`src/rtl/ball_movement.sv`:
```
// Pong ball position and direction tracker: reflects on collision edges,
// steps on move ticks, clamps at the y limits and reports a miss past either x edge.
module ball_movement #(
  parameter int unsigned X_W     = 10,
  parameter int unsigned Y_W     = 10,
  parameter int unsigned X_MAX   = 639,
  parameter int unsigned Y_MAX   = 479,
  parameter int unsigned X_START = 320,
  parameter int unsigned Y_START = 240,
  parameter int unsigned STEP    = 1
) (
  input  logic           clk,
  input  logic           reset,
  input  logic           paddle_collision,
  input  logic           wall_collision,
  input  logic           counter,
  output logic           bx_dir,
  output logic           by_dir,
  output logic [X_W-1:0] x_o,
  output logic [Y_W-1:0] y_o,
  output logic           miss
);

  localparam logic signed [X_W:0] XStep = (X_W+1)'(STEP);
  localparam logic signed [Y_W:0] YStep = (Y_W+1)'(STEP);
  localparam logic signed [X_W:0] XMaxS = (X_W+1)'(X_MAX);
  localparam logic signed [Y_W:0] YMaxS = (Y_W+1)'(Y_MAX);

  logic paddle_q, wall_q;
  logic paddle_ev, wall_ev;
  logic bx_eff, by_eff;
  logic bx_d, by_d, miss_d;
  logic [X_W-1:0] x_d;
  logic [Y_W-1:0] y_d;
  logic signed [X_W:0] x_calc;
  logic signed [Y_W:0] y_calc;

  assign paddle_ev = paddle_collision & ~paddle_q;
  assign wall_ev   = wall_collision & ~wall_q;
  // Movement uses the direction after this cycle's collision events.
  assign bx_eff    = bx_dir ^ paddle_ev;
  assign by_eff    = by_dir ^ wall_ev;

  always_comb begin
    bx_d   = bx_eff;
    by_d   = by_eff;
    x_d    = x_o;
    y_d    = y_o;
    miss_d = 1'b0;
    x_calc = bx_eff ? ($signed({1'b0, x_o}) + XStep) : ($signed({1'b0, x_o}) - XStep);
    y_calc = by_eff ? ($signed({1'b0, y_o}) + YStep) : ($signed({1'b0, y_o}) - YStep);
    if (counter) begin
      if (x_calc < 0 || x_calc > XMaxS) begin
        // Respawn at centre and serve toward the opposite side.
        miss_d = 1'b1;
        x_d    = X_W'(X_START);
        y_d    = Y_W'(Y_START);
        bx_d   = ~bx_eff;
      end else begin
        x_d = x_calc[X_W-1:0];
        if (y_calc < 0) begin
          y_d  = '0;
          by_d = 1'b1;
        end else if (y_calc > YMaxS) begin
          y_d  = Y_W'(Y_MAX);
          by_d = 1'b0;
        end else begin
          y_d = y_calc[Y_W-1:0];
        end
      end
    end
  end

  always_ff @(posedge clk or negedge reset) begin
    if (!reset) begin
      paddle_q <= 1'b0;
      wall_q   <= 1'b0;
      bx_dir   <= 1'b1;
      by_dir   <= 1'b1;
      x_o      <= X_W'(X_START);
      y_o      <= Y_W'(Y_START);
      miss     <= 1'b0;
    end else begin
      paddle_q <= paddle_collision;
      wall_q   <= wall_collision;
      bx_dir   <= bx_d;
      by_dir   <= by_d;
      x_o      <= x_d;
      y_o      <= y_d;
      miss     <= miss_d;
    end
  end

endmodule

```
`config.mk`:
```
export PLATFORM = sky130hd
export DESIGN_NAME = ball_movement
export DESIGN_NICKNAME = d
export VERILOG_FILES = /design/src/rtl/ball_movement.sv
export SDC_FILE = /design/constraint.sdc
export NUM_CORES = 1
export LEC_CHECK = 0
export BUFFER_PORTS_ARGS = -buffer_cell sky130_fd_sc_hd__buf_2
export CAP_MARGIN = 10
export CORE_ASPECT_RATIO = 1.1
export CORE_UTILIZATION = 40
export DETAILED_ROUTE_END_ITERATION = 8
export SLEW_MARGIN = 20
export SYNTH_ARGS = -nofsm -noshare
export SYNTH_HDL_FRONTEND = slang
export SYNTH_SLANG_ARGS = --single-unit
```
`constraint.sdc`:
```
create_clock -name clk -period 9 [get_ports clk]
set_input_delay 1.8 -clock clk [delete_from_list [all_inputs] [get_ports clk]]
set_output_delay 1.8 -clock clk [all_outputs]
set_load 0.1 [all_outputs]
```
== Word-level counts from Yosys, hierarchy flattened ==
Cells that the tools add are included.
Storage, ports and cells
  bits of input ports: 5
  bits in registers: 25
  output and inout port bits: 23
  bits in read-only memories: 0
  memories: 0
  memory bits (writable): 0
  word-level logic and storage cells: 37
  latch bits: 0
Operators by class
  reduce and logical (&&, ||, !) cells: 1
  equality and inequality tests: 0
  bitwise operators: 7
  shifts and indexed selects: 0
  magnitude comparators: 4
  multipliers: 0
  add/subtract/negate cells: 4
  mux-type cells: 14
  divide/modulo/power cells: 0
Operators by type and width (count)
  $mux W10: 4
  $add A10 B1 Y11 const B: 2
  $lt A11 B1 Y1 const B: 2
  $mux W11: 2
  $sub A10 B1 Y11 const B: 2
  $gt A11 B10 Y1 const B: 1
  $gt A11 B11 Y1 const B: 1
  $mux W1: 8
  $not A1 Y1: 3
  $and A1 B1 Y1: 2
  $xor A1 B1 Y1: 2
  $logic_or A1 B1 Y1: 1

== Logic depth before layout (Yosys ltp) ==
  depth in word-level cells: 9
  depth in mapped cells: 14
  gate-level depth less buffers: 12

== Worst setup path before layout ==
OpenSTA, ideal clock, no wires.
  path kind: input-to-reg
  start point: in paddle_collision
  end point: reg y_o[6]
  buffers on the path: 2
  cell stages on the path: 13
  data arrival time: 4.767 ns
  path slack: 4.153 ns
  data required time: 8.920 ns
  setup time: 0.080 ns
  cell sequence: nor2b_1 -> xor2_1 -> clkbuf_1 -> inv_1 -> fa_1 -> or4_1 -> mux2i_1 -> xnor2_1 -> clkinv_1 -> a211oi_2 -> buf_6 -> o21ai_4 -> o221a_2
On the way
  cells in the longest elaborated chain, start to end: 6
  elaborated cells between the ends (all ways): 7
  those cells by class: 2 x order compare; 2 x mux; 2 x bitwise; 1 x reduce/logical
Ends and longest elaborated chain
  from (decl): RTL line 14  | input logic paddle_collision,
  $and A1 B1 Y1 *: RTL line 38  | assign paddle_ev = paddle_collision & ~paddle_q;
  $xor A1 B1 Y1 *: RTL line 41  | assign bx_eff = bx_dir ^ paddle_ev;
  $mux W11 *: RTL line 50  | x_calc = bx_eff ? ($signed({1'b0, x_o}) + XStep) : ($signed({1'b0, x_o}) - XStep);
  $lt A11 B1 Y1 / $gt A11 B11 Y1 (equally long branches): RTL line 53  | if (x_calc < 0 || x_calc > XMaxS) begin
  $logic_or A1 B1 Y1 *: RTL line 53
  $mux W10 *: RTL line 53
  to (signal assigned): RTL line 81  | y_o <= Y_W'(Y_START);
  to (signal assigned): RTL line 89  | y_o <= y_d;
  to (decl): RTL line 20  | output logic [Y_W-1:0] y_o,
Every way passes the cells marked *; elsewhere a longest branch is shown, timed or not.
A chain may end at the register's enable or synchronous reset.

== Worst setup path in the final report ==
  start point: in paddle_collision
  end point: reg y_o[2]
Same word-level chain as after synthesis.

==> tab_implementation.tex <==
\begin{tabular}{lr}
\hline
Metric & Value \\
\hline
\multicolumn{2}{l}{\textbf{Drt}} \\
\quad Via Count & 1,858 \\
\quad DRC viols & 4 \\
\quad Per-cell routed wire length & 15.62 um \\
\quad Detail-routed via count per cell & 5.788 \\
\quad DRT iter0 DRCs & 109 \\
\quad Post-Route WL & 5.015 mm \\
\quad Antenna Nets Post-Route & 0 \\
\quad Length of the first detailed-routing pass in iterations & 6 \\
\multicolumn{2}{l}{\textbf{Clocking}} \\
\quad Cell at the root of the clock tree & clkbuf\_8 \\
\quad Total CTS buffers & 3 \\
\quad CTS tree & built \\
\quad Number of gates resized after CTS & 0 \\
\quad Clock latency on the worst-skew pair & 0.26 ns \\
\quad Number of hold buffers added after cts & 0 \\
\quad Post-CTS clock slew at the launch and capture registers of the worst setup and hold paths & 0.09 ns \\
\quad CTS H-tree lvls & 1 \\
\quad Clock sink count & 25 \\
\quad Clk buf depth & 2 \\
\quad Buffers inserted by post-CTS timing repair & 0 \\
\multicolumn{2}{l}{\textbf{Global route}} \\
\quad Wire length of the first global-routing pass & 8.562 mm \\
\quad Number of antenna violations at the first check in global routing & 0 \\
\quad Number of global-route vias before repair & 1,769 \\
\quad Largest net degree at the start of global routing & 44 \\
\quad Total grt overflow & 0 \\
\quad Global routing usage summed across all routing layers & 19.27\% \\
\multicolumn{2}{l}{\textbf{Yosys}} \\
\quad Proportion of netlist area held by the largest area contributor & 20.54\% \\
\quad Synth Register Bits & 25 \\
\quad Ys async rst share & 100.0\% \\
\quad Proportion of synthesized chip area in sequential cells & 30.69\% \\
\quad Synthesized net count & 257 \\
\quad Commonest cells post-synth & 21 x nand2\_1, 20 x inv\_1, 17 x dfrtp\_1 \\
\quad Warnings, synthesis & 0 \\
\quad Number of distinct library cell variants in the gate-level netlist after synthesis & 55 \\
\quad Most repeated cell in the gate-level netlist after synthesis & nand2\_1 \\
\quad Synthesized area divided by synthesized cell count & 8.487 sq um \\
\quad Gate count after technology mapping & 244 \\
\quad Cells taking the most area after synthesis & dfrtp\_1 21\%, dfstp\_2 10\%, xnor2\_1 4.7\% \\
\quad Dominant cell type by area after synthesis & dfrtp\_1 \\
\quad Post-synth top flop & dfrtp\_1 \\
\quad Number of flops mapped to enable cells by yosys & 0 \\
\quad Mapped cell area & 0.002071 sq mm \\
\multicolumn{2}{l}{\textbf{Timing}} \\
\quad Fraction of the cycle the final worst path needs & 62.67\% \\
\quad Final setup skew & 0.003444 ns \\
\quad Final setup violation count & 0 \\
\quad Fin. Hold Viols & 0 \\
\quad Highest attainable clock frequency & 177.3 MHz \\
\quad Number of pins exceeding their max-slew limit in the final report & 0 \\
\quad Final min period & 5.640 ns \\
\quad Slew HR & 34.64\% \\
\quad RSZ-0062 raised after global routing & no \\
\quad Measured slew at the worst slew-check pin & 0.9771 ns \\
\quad Post-Route Setup TNS & 0 ns \\
\multicolumn{2}{l}{\textbf{Worst setup path}} \\
\quad Count of buffering cells on the critical path with inverters included & 3 \\
\quad Cell Chain, Critical Path & buf\_2 -> nor2b\_1 -> xor2\_1 -> inv\_1 -> fa\_1 -> or4\_1 -> mux2i\_1 -> xnor2\_1 -> clkinv\_1 -> a211oi\_2 -> o211ai\_1 -> a211oi\_1 \\
\quad Delay of the slowest critical-path stage & 0.78 ns \\
\quad Critical path arrival & 5.82 ns \\
\quad Crit path launch type & input pin \\
\quad Cell family with most CP delay & compound AO/OA/AOI/OAI gates \\
\quad CP Max Fanout & 13 \\
\quad Crit path required time & 9.18 ns \\
\quad Slowest stage cell on the critical path & xor2\_1 \\
\quad Setup CP Type & in -> reg \\
\quad Worst setup EP type & register \\
\multicolumn{2}{l}{\textbf{Min path}} \\
\quad Worst min-delay path category & reg -> reg \\
\multicolumn{2}{l}{\textbf{Die}} \\
\quad Total number of placement rows & 27 \\
\quad Initial standard-cell utilization of the core & 41.42\% \\
\quad Die Y & 77.46 um \\
\quad Chip width & 70.60 um \\
\quad Full die area & 0.005469 sq mm \\
\quad IO Count & 28 \\
\quad Core Footprint & 0.005000 sq mm \\
\multicolumn{2}{l}{\textbf{Placed design}} \\
\quad Final weighted congestion of routability-driven global placement & 0.8420 \\
\quad Number of input and output port buffers inserted & 27 \\
\quad Post-detailed-placement half-perimeter wirelength & 3.666 mm \\
\multicolumn{2}{l}{\textbf{Run status}} \\
\quad Violated checks & design-rule violations \\
\quad Result of the run & finished, violations left \\
\multicolumn{2}{l}{\textbf{Final layout}} \\
\quad Ant. Diodes & 0 \\
\quad Share of cells above drive strength 1 & 20.53\% \\
\quad Net count of the finished layout & 277 \\
\quad Area growth from synthesis to layout & 9.245\% \\
\multicolumn{2}{l}{\textbf{Run}} \\
\quad Max-cap violations & 0 \\
\hline
\end{tabular}
==> cells by family after synthesis <==
logic type,count (synthesis),share of synthesized area [%]
flops,25,30.69
buf+inv,35,7.311
fa+ha+maj,8,5.559
mux,9,4.471
xor+xnor,17,7.190
compound gates,66,23.20
simple gates,84,21.57
==> cell type report <==
class                   instances  area [sq um]
well taps                      58         72.57
multi-input cells             184          1284
repair buffers                 28         142.6
flip-flops and latches         25         635.6
inverters                      22         82.58
clock buffers                   4         45.04
fillers                       519          2738
==> metrics by stage <==
stage          worst slack [ns]  std cells  hold WS [ns]  area (sq um)  util, %
2_1_floorplan             4.153        244        0.7431          2071        -
3_3_place_gp              3.149        317        0.5234          2217    44.34
3_5_place_dp              3.132        317        0.5292          2217    44.34
4_1_cts                   3.386        321        0.5534          2262    45.25
5_1_grt                   3.012        321        0.5653          2262    45.25
6_report                  3.360        321        0.5470          2262    45.25
==> final timing paths <==
check / start / to / slack, ns / depth (start not counted)
worst max-delay path: paddle_collision / y_o[2] / 3.36 / 12
worst min-delay path: y_o[9] / y_o[9] / 0.55 / 1
worst max register to register: bx_dir / y_o[2] / 4.60 / 10
worst min register to register: y_o[9] / y_o[9] / 0.55 / 1
max in group asynchronous: reset / y_o[4] / 7.10 / 1
min in group asynchronous: reset / x_o[1] / 1.52 / 1
==> flip-flops by register name, summed over array words and instances (netlist names) <==
signal,flops
wall_q,1
paddle_q,1
by_dir,1
y_o,10
x_o,10
miss,1
bx_dir,1
==> layout by cell type (no fill, tap or decap), types with 8 or more instances in the layout <==
cell type | Yosys | final
buf_2 | 4 | 27
nand2_1 | 21 | 21
inv_1 | 20 | 20
dfrtp_1 | 17 | 17
nor2_1 | 16 | 16
o22ai_1 | 14 | 14
o21ai_0 | 12 | 12
xnor2_1 | 11 | 11
nand3_1 | 8 | 8
dfstp_2 | 8 | 8
==> routing by layer <==
metal | routed length [um] | vias up | global-route usage [%]
met1 | 2316 | 882 | 25.39
li1 | - | 931 | -
met2 | 2492 | 41 | 34.08
met5 | 0 | - | 0
met3 | 158 | 4 | 1.558
met4 | 47 | 0 | 4.800
Power is not shown: default switching activity piles up to over one toggle a cycle in this logic, so the estimate is an artifact.
